$ cat config.mk
export PLATFORM = sky130hd
export DESIGN_NAME = alarm_ring_ctrl
export DESIGN_NICKNAME = d
export VERILOG_FILES = /design/src/rtl/alarm_ring_ctrl_pkg.sv /design/src/rtl/alarm_ring_ctrl_svc_arbiter.sv /design/src/rtl/alarm_ring_ctrl.sv
export SDC_FILE = /design/constraint.sdc
export NUM_CORES = 1
export LEC_CHECK = 0
export CAP_MARGIN = 20
export CORE_ASPECT_RATIO = 1.4
export CORE_MARGIN = 4
export CORE_UTILIZATION = 40
export CTS_BUF_LIST = sky130_fd_sc_hd__clkbuf_16
export DETAILED_ROUTE_END_ITERATION = 10
export PLACE_DENSITY = 0.88
export SYNTH_ARGS = -nofsm -noshare
export SYNTH_HDL_FRONTEND = slang
export SYNTH_SLANG_ARGS = --single-unit
$ cat constraint.sdc
create_clock -name clk -period 4.1 [get_ports clk]
set_input_delay 0.615 -clock clk [delete_from_list [all_inputs] [get_ports clk]]
set_output_delay 0.615 -clock clk [all_outputs]
set_load 0.1 [all_outputs]
$ cat src/rtl/alarm_ring_ctrl_pkg.sv
// alarm_ring_ctrl_pkg: shared state encoding, service indices and BCD mmss field offsets
package alarm_ring_ctrl_pkg;
    typedef enum logic [1:0] {
        DISARMED = 2'd0,
        ARMED    = 2'd1,
        RINGING  = 2'd2,
        SNOOZE   = 2'd3
    } ring_state_t;
    localparam int CLK_SET   = 0;
    localparam int ALM_SET   = 1;
    localparam int STOPWATCH = 2;
    localparam int SEC_LO    = 0;
    localparam int SEC_HI    = 4;
    localparam int MIN_LO    = 8;
    localparam int MIN_HI    = 12;
endpackage

$ cat src/rtl/alarm_ring_ctrl_svc_arbiter.sv
// svc_arbiter: switch-to-grant ownership of buttons/display, with a one-cycle idle gap on release
module svc_arbiter (
    input  logic       clk,
    input  logic       reset,
    input  logic [2:0] req,
    output logic [2:0] grant
);
    logic [2:0] grant_next;
    // idle picks the lowest set switch; an owner keeps its grant until its own switch drops
    always_comb
        grant_next = (grant == 3'b000) ? (req & (~req + 3'd1)) :
                     ((grant & req) != 3'b000) ? grant : 3'b000;
    always_ff @(posedge clk)
        if (reset) grant <= 3'b000;
        else       grant <= grant_next;
endmodule

$ cat src/rtl/alarm_ring_ctrl.sv
// alarm_ring_ctrl: service arbitration plus the arm/ring/snooze/disarm alarm state machine
module alarm_ring_ctrl
    import alarm_ring_ctrl_pkg::*;
#(
    parameter int RING_SEC   = 30,
    parameter int SNOOZE_SEC = 60
) (
    input  logic        clk,
    input  logic        reset,
    input  logic        spdt1,
    input  logic        spdt2,
    input  logic        spdt3,
    input  logic        push_u,
    input  logic        push_d,
    input  logic        push_l,
    input  logic        push_r,
    input  logic        tick_1hz,
    input  logic [15:0] cur_time,
    input  logic [15:0] alarm,
    input  logic        alarm_done,
    output logic [2:0]  grant,
    output logic        armed,
    output logic        ringing,
    output logic        buzz,
    output logic [6:0]  ring_left
);
    localparam logic [6:0] RING_LOAD   = 7'(RING_SEC);
    localparam logic [6:0] SNOOZE_LOAD = 7'(SNOOZE_SEC);
    localparam logic [2:0] ALM_GRANT   = 3'(1 << ALM_SET);

    ring_state_t state, state_next;
    logic [6:0]  ring_left_next;
    logic        buzz_next, btn_free, up, dn, match, last, unused_lr;

    svc_arbiter u_arb (
        .clk  (clk),
        .reset(reset),
        .req  ({spdt3, spdt2, spdt1}),
        .grant(grant)
    );

    assign btn_free  = grant == 3'b000;
    assign up        = push_u & btn_free;
    assign dn        = push_d & btn_free;
    assign match     = cur_time == alarm;
    assign last      = ring_left == 7'd1;
    assign unused_lr = push_l | push_r;

    always_ff @(posedge clk)
        if (reset) begin
            state     <= DISARMED;
            ring_left <= 7'd0;
            buzz      <= 1'b0;
        end else begin
            state     <= state_next;
            ring_left <= ring_left_next;
            buzz      <= buzz_next;
        end

    // push_d disarms from any armed state, so it also pre-empts a same-cycle match
    always_comb
        state_next = (grant == ALM_GRANT)                         ? DISARMED :
                     (dn)                                         ? DISARMED :
                     (up && state == RINGING)                     ? SNOOZE   :
                     (tick_1hz && state == ARMED && match)        ? RINGING  :
                     (tick_1hz && state == RINGING && last)       ? ARMED    :
                     (tick_1hz && state == SNOOZE && last)        ? RINGING  :
                     (alarm_done && state == DISARMED)            ? ARMED    : state;

    always_comb begin
        ring_left_next = (state_next == RINGING) ? ((state != RINGING) ? RING_LOAD : ring_left - {6'd0, tick_1hz}) :
                         (state_next == SNOOZE)  ? ((state != SNOOZE) ? SNOOZE_LOAD : ring_left - {6'd0, tick_1hz}) :
                         7'd0;
        buzz_next      = (state_next == RINGING) && ((state != RINGING) || (buzz ^ tick_1hz));
        armed          = state != DISARMED;
        ringing        = state == RINGING;
    end
endmodule

==> results.py <==
metrics = {
    "status": {
        "status": "finished, final reports clean",
    },
    "grt": {
        "grt_antenna_before_repair": 0,
        "overflow": 0,
        "grt_pass1_wl_mm": 4.17,
        "grt_pass1_vias": 1012,
        "track_usage": 0.164,
        "grt_max_degree": 14,
    },
    "min_path": {
        "hp-class": "reg2reg",
        "holdPathEnd": "u_arb.grant[2]",
        "worstHoldStart": "u_arb.grant[2]",
        "holdPathStages": 2,
    },
    "route": {
        "postRouteAntennaNets": 0,
        "routed_via_density": 5.60,
        "wl_per_cell_um": 14.6,
        "num_vias": 1041,
        "remaining_drc_errors": 0,
        "firstDrtPassIters": 4,
        "drt_iter0_markers": 21,
        "wl_mm": 2.71,
    },
    "clock_network": {
        "clock_tree.root_cell": "clkbuf_16",
        "cts_max_path_buffers": 2,
        "worst_setup_hold_path_clk_slew_ns": 0.05,
        "cts_resized": 0,
        "cts.hold.buffers_added": 0,
        "clock_latency_ns": 0.24,
        "htreeDepth": 1,
        "cts.sinks": 13,
        "cts_tree": "yes",
        "postCtsSetupBuffers": 0,
        "cts_made_buffers": 3,
    },
    "power_and_ir_drop": {
        "ir_drop_uv": 200,
        "power_frac_clock": 0.430,
        "total_power_w": 0.000422,
        "p_switching_w": 0.000107,
        "swShare": 0.255,
        "p_leak_nw": 0.582,
        "power.density_nw_per_um2": 273,
        "p_comb_frac": 0.251,
        "power_frac_seq": 0.319,
        "p_int_w": 0.000315,
    },
    "timing": {
        "fin_crit_ns": 3.17,
        "skew_ns": 0.00378,
        "report.final.slew_viol_count": 0,
        "report.final.hold_viol_count": 0,
        "worst_pin_slew_ns": 0.979,
        "setup_violations": 0,
        "rsz0062_at_grt": "false",
        "final.setup.tns_ns": 0,
        "period_share": 0.773,
        "fmax_mhz": 316,
        "maxSlewHeadroom": 0.345,
    },
    "setup_path": {
        "timing.rr.start": "state[1]",
        "arrival_ns": 2.55,
        "critPathSlowestCell": "clkdlybuf4s50_1",
        "cp-end-kind": "output pin",
        "worstRegToRegCells": 5,
        "r2r_end": "ring_left[6]",
        "cp_max_fo": 10,
        "crit_required_ns": 3.48,
        "slowest_delay_ns": 1.24,
        "cp_cell_sequence": "inv_1, nor2_1, clkdlybuf4s50_1",
        "rrSetupSlack_ns": 2.03,
        "cp-start-kind": "flop",
        "critPathKind": "reg2out",
    },
    "synthesis": {
        "synth_xor_area_frac": 0.206,
        "yosysTopAreaCellShare": 0.279,
        "synth_compound_area_frac": 0.182,
        "synth_area_leaders": "dfxtp_1 (28%), xor2_1 (15%), xnor2_1 (5.6%), o21ai_0 (4.3%), nand2_1 (4.0%)",
        "syn_inst": 110,
        "yosysSeqAreaShare": 0.279,
        "syn_avg_cell_area_sq_um": 8.49,
        "yosysWarnings": 0,
        "synth_fp_nets": 155,
        "netlist_area_sq_um": 933,
        "synth-adder-area-share": 0.0268,
        "synth_edf_count": 0,
        "ys.flop_type": "dfxtp_1",
        "synth_top_area_cell": "dfxtp_1",
        "synthArstFlopShare": 0,
        "synth-simple-area-share": 0.253,
        "synthMuxAreaShare": 0.0107,
        "synth_top_family_by_area": "simple AND/OR/NAND/NOR gates",
        "synth.distinct_cells": 32,
        "ys_ff_latch": 13,
    },
    "layout": {
        "layout-drive-gt1-share": 0.0671,
        "instances_no_fill": 186,
        "area_growth_pct": 65.7,
        "nets": 210,
        "fillers": 174,
        "fin_area_sq_um": 1550,
        "diodes": 0,
    },
    "placement": {
        "place_congestion": 0.744,
        "port_buffers": 53,
        "dp_hpwl_mm": 2.29,
        "placed_area_sq_um": 1470,
        "dp.cells": 182,
    },
    "floorplanning": {
        "die_w_um": 48.8,
        "row_count": 20,
        "io_pins": 56,
        "start_util": 0.424,
        "dieArea_sq_um": 3180,
        "design.core.area_sq_um": 2200,
        "die_h_um": 65.2,
    },
    "run": {
        "cap_viol_max_count": 0,
    },
}
registers in the layout (all words and copies together) (netlist names):
register / flops
buzz: 1
u_arb.grant: 3
ring_left: 7
state: 2
synthesized netlist by cell type (all sizes together), types with 2 or more instances:
cell    count
xor2       16
dfxtp      13
nand2      10
o21ai       9
nor2        7
xnor2       6
a21oi       5
nor4        5
inv         4
a211oi      3
a22o        3
a311oi      3
and4        3
nand3       3
nor3        3
buf         2
ha          2
nor3b       2
o21a        2
power groups by stage:
stage	clock (W)	sequential (W)	combinational [W]
after detailed placement	0	0.000137	0.000106
after global routing	0.000187	0.000135	0.000113
after CTS	0.000183	0.000134	0.000107
after global placement	0	0.000136	0.000103
final	0.000181	0.000135	0.000106
after floorplan	0	0.000146	0.0000434
layout by cell type (no fill, tap or decap), types with 2 or more instances in the layout:
cell | synthesis | routed
nor3b_1 | 2 | 2
a211oi_1 | 3 | 3
a311oi_1 | 3 | 3
nor4_1 | 2 | 2
nand3_1 | 3 | 3
nor3_1 | 3 | 3
xnor2_1 | 6 | 6
and4_2 | 3 | 3
a21oi_1 | 5 | 5
clkdlybuf4s50_1 | 0 | 53
inv_1 | 4 | 5
nor4_2 | 3 | 3
clkbuf_16 | 0 | 3
a22o_1 | 3 | 3
nor2_1 | 7 | 7
o21ai_0 | 8 | 8
xor2_1 | 16 | 16
nand2_1 | 10 | 10
dfxtp_1 | 13 | 13
ha_1 | 2 | 2
routing by layer:
layer,part of all wire,GRT usage,wire length [um]
met1,0.35,0.153,951
met2,0.57,0.346,1560
met3,0.062,0.00680,167
met4,0.014,0.0808,38
met5,0,0,0
area by class of cell:
cell class | instances | area, sq um | share of cell area
clock buffer | 3 | 75.1 | 0.0485
clock inverter | 1 | 3.75 | 0.00243
inverter | 4 | 15.0 | 0.00971
multi-input combinational | 90 | 634 | 0.410
sequential | 13 | 260 | 0.168
tap | 22 | 27.5 | 0.0178
timing repair buffer | 53 | 531 | 0.343
logic make-up (layout without fill, tap and decap cells):
| family | after synthesis | in the layout |
|---|---|---|
| buf+inv | 7 | 61 |
| fa+ha+maj | 2 | 2 |
| xor+xnor | 22 | 22 |
| mux | 1 | 1 |
| compound gates | 26 | 26 |
| flops | 13 | 13 |
| simple gates | 39 | 39 |
through the flow:
step           setup slack [ns]  utilization  hold WS, ns
2_1_floorplan              1.29            -        0.594
3_3_place_gp               1.30        0.666        0.535
3_5_place_dp               1.26        0.666        0.549
4_1_cts                   0.987        0.702        0.556
5_1_grt                   0.863        0.702        0.588
6_report                  0.931        0.702        0.551
how the worst max path moves through the flow:
stage / from / to / slack [ns] / depth (start not counted)
after floorplan: state[1] / ring_left[5] / 1.29 / 6
after global placement: state[1] / ringing / 1.30 / 3
after detailed placement: state[1] / ringing / 1.26 / 3
after CTS: state[1] / ringing / 0.99 / 3
after global routing: state[1] / ringing / 0.86 / 3
final: state[1] / ringing / 0.93 / 3
worst max-delay path, delay by kind of cell, from the launching register on:
kind,cells,cell delay (ns)
simple gates,1,0.43
buf+inv,2,1.38
flops,1,0.49
Note: power is estimated with default switching activity, not from simulation.
==> edit, RTL diff (same settings) <==
Put one more register stage on the output `buzz`, cleared by the reset. The value now appears one clock later. The other outputs are not delayed to match.
--- a/src/rtl/alarm_ring_ctrl.sv
+++ b/src/rtl/alarm_ring_ctrl.sv
@@ -30,2 +30,4 @@
 
+    logic buzz_s0;
+
     ring_state_t state, state_next;
@@ -52,3 +54,3 @@
             ring_left <= 7'd0;
-            buzz      <= 1'b0;
+            buzz_s0   <= 1'b0;
         end else begin
@@ -56,3 +58,3 @@
             ring_left <= ring_left_next;
-            buzz      <= buzz_next;
+            buzz_s0   <= buzz_next;
         end
@@ -73,3 +75,3 @@
                          7'd0;
-        buzz_next      = (state_next == RINGING) && ((state != RINGING) || (buzz ^ tick_1hz));
+        buzz_next      = (state_next == RINGING) && ((state != RINGING) || (buzz_s0 ^ tick_1hz));
         armed          = state != DISARMED;
@@ -77,2 +79,10 @@
     end
+    always_ff @(posedge clk) begin
+        if (reset) begin
+            buzz <= '0;
+        end else begin
+            buzz <= buzz_s0;
+        end
+    end
+
 endmodule
Function: changed (Yosys sat finds a counterexample within 4 cycles, from zero or initial values and one cycle with reset high).
==> edit against the original RTL <==
- wire length grew 21%
- sequential cell count grew 1
- first-iteration DRC count grew 110%
- worst hold slack lost 0.058 ns
- setup slack lost 0.051 ns
- highest routed layer unchanged
- total power grew 4.2%
- cell area grew 10%
- synthesized area grew 18%
==> edit: results (changes against the original RTL) <==
Run status
  – Status: finished clean

Cells and area
  – ANT cells: 0 (unchanged)
  – NumNets Final: 226 (+7.6%)
  – Share of layout cells above drive strength 1: 7.78% (+1.1 points)
  – Fin cells: 216 (+16%)

GRT
  – GRT met1 Usage: 17.6% (+2.2 points)
  – First-pass GRT wire length: 5350 um (+28%)
  – Met3 GRT Util: 3.62% (+2.9 points)
  – Global route hottest layer: met2
  – Initial antenna violation count: 0 (unchanged)
  – Pin count of the biggest net entering global routing: 13 (-1)
  – Total GRT Usage: 18.5% (+2.1 points)
  – Met2 usage: 36.9% (+2.2 points)

Power and ir drop
  – Peak supply drop: 169 uV (-15%)
  – LEAKAGE: 0.000605 uW (+3.9%)

Synthesis
  – Cells after Synth: 130 (+18%)
  – Top cells by count, synth: 16 x xor2_1, 14 x dfxtp_1, 12 x nand2_1, 9 x nor2_1, 7 x xnor2_1
  – Synth warnings: 0 (unchanged)
  – Post-Syn Nets: 175 (+13%)
  – Sequential area share after synthesis: 25.5% (-2.4 points)
  – Yosys cell types: 41 (+28%)
  – Async S/R FF share, synth: 0% (unchanged)
  – Synth area leaders: dfxtp_1 25%, xor2_1 13%, xnor2_1 5.6%

Critical path
  – Worst Path Arrival: 2.61 ns (+0.06 ns)
  – CP Launch Point: state[1]$_SDFF_PP0_
  – Critical Path Slowest Stage Cell: clkdlybuf4s50_1
  – Reg-to-reg endpoint: ring_left[0]$_SDFF_PP0_
  – Register-to-Register Path Depth: 6 (+1)
  – Setup crit end: ringing
  – Worst-path fanout max: 11 (+1)
  – CP peak stage delay: 1.18 ns (-0.06 ns)
  – Reg2reg start: ring_left[3]$_SDFF_PP0_
  – Reg2Reg Setup Slack: 1.91 ns (-0.12 ns)

Clock network
  – CTS root buffer: clkbuf_16
  – Worst skew pair latency: 0.24 ns (about the same)
  – Maximum buffer depth of the clock tree: 2 (unchanged)
  – Clock-pin slew on the worst setup and hold paths: 0.05 ns (about the same)
  – H-tree depth: 1 (unchanged)
  – Post_cts resized: 0 (unchanged)
  – Post-CTS setup buffer count: 0 (unchanged)

STA
  – Worst slew margin: 32.6% (-1.9 points)
  – Setup Skew: 0.00471 ns (+0.000925 ns)

Place
  – HPWL Detailed: 2710 um (+18%)
  – Placement Cell Area: 0.00162 mm^2 (+11%)
  – GP Congestion: 0.854 (+15%)
  – Placed cell count: 212 (+16%)
  – PortBufs: 53 (unchanged)

Worst hold path
  – Hold Startpoint: buzz_s0$_SDFF_PP0_
  – Hold Path End: buzz$_SDFF_PP0_
  – Hold Path Class: register to register
  – Hold Path Stages: 1 (-1)

Routing
  – Vias: 1202 (+15%)
  – Drt total wl: 3270 um (+21%)
  – Iteration-0 DRC Markers: 44 (+110%)
## edit: critical path: cells and delay by family (launching register included)
family	cells	cell delay (ns)
buffers and inverters	2	1.56
DFF	1	0.55
and+or+nand+nor	1	0.24
## edit: cells by family (layout without fill, tap and decap cells)
logic type | Yosys count | after routing | synth area share [%]
flip-flops | 14 | 14 | 25.5
multiplexers | 1 | 1 | 1.36
AO/OA/AOI/OAI | 28 | 28 | 19.1
adder cells (fa/ha/maj) | 2 | 2 | 2.27
AND/OR/NAND/NOR | 50 | 50 | 27.0
buffers and inverters | 12 | 62 | 6.48
XOR/XNOR | 23 | 23 | 18.3
## edit: cell type report
class	instances	area, um^2
clock buffer	3	75.1
clock inverter	1	3.75
fill	230	940
inverter	5	18.8
multi-input combinational	104	749
sequential	14	280
tap	36	45.0
timing repair buffer	53	531
## edit: where the power goes
part | total [uW] | switching [uW] | internal [uW] | leakage [uW]
clock | 184 | 55.5 | 129 | 0.0000385
sequential | 146 | 6.76 | 139 | 0.000113
combinational | 109 | 51.9 | 57.5 | 0.000453
## edit: metrics by stage
stage	utilization, %	hold WS (ns)	setup WS [ns]
floorplan	-	0.459	1.10
global placement	61.5	0.479	1.25
global route	64.4	0.494	0.784
detailed placement	61.5	0.481	1.20
CTS	64.4	0.493	0.921
finish	64.4	0.493	0.880
## edit: layer usage
layer / up-vias / routed length (um)
met4: 0 / 74
met2: 64 / 1860
met1: 553 / 1060
li1: 575 / -
met5: - / 0
met3: 10 / 278
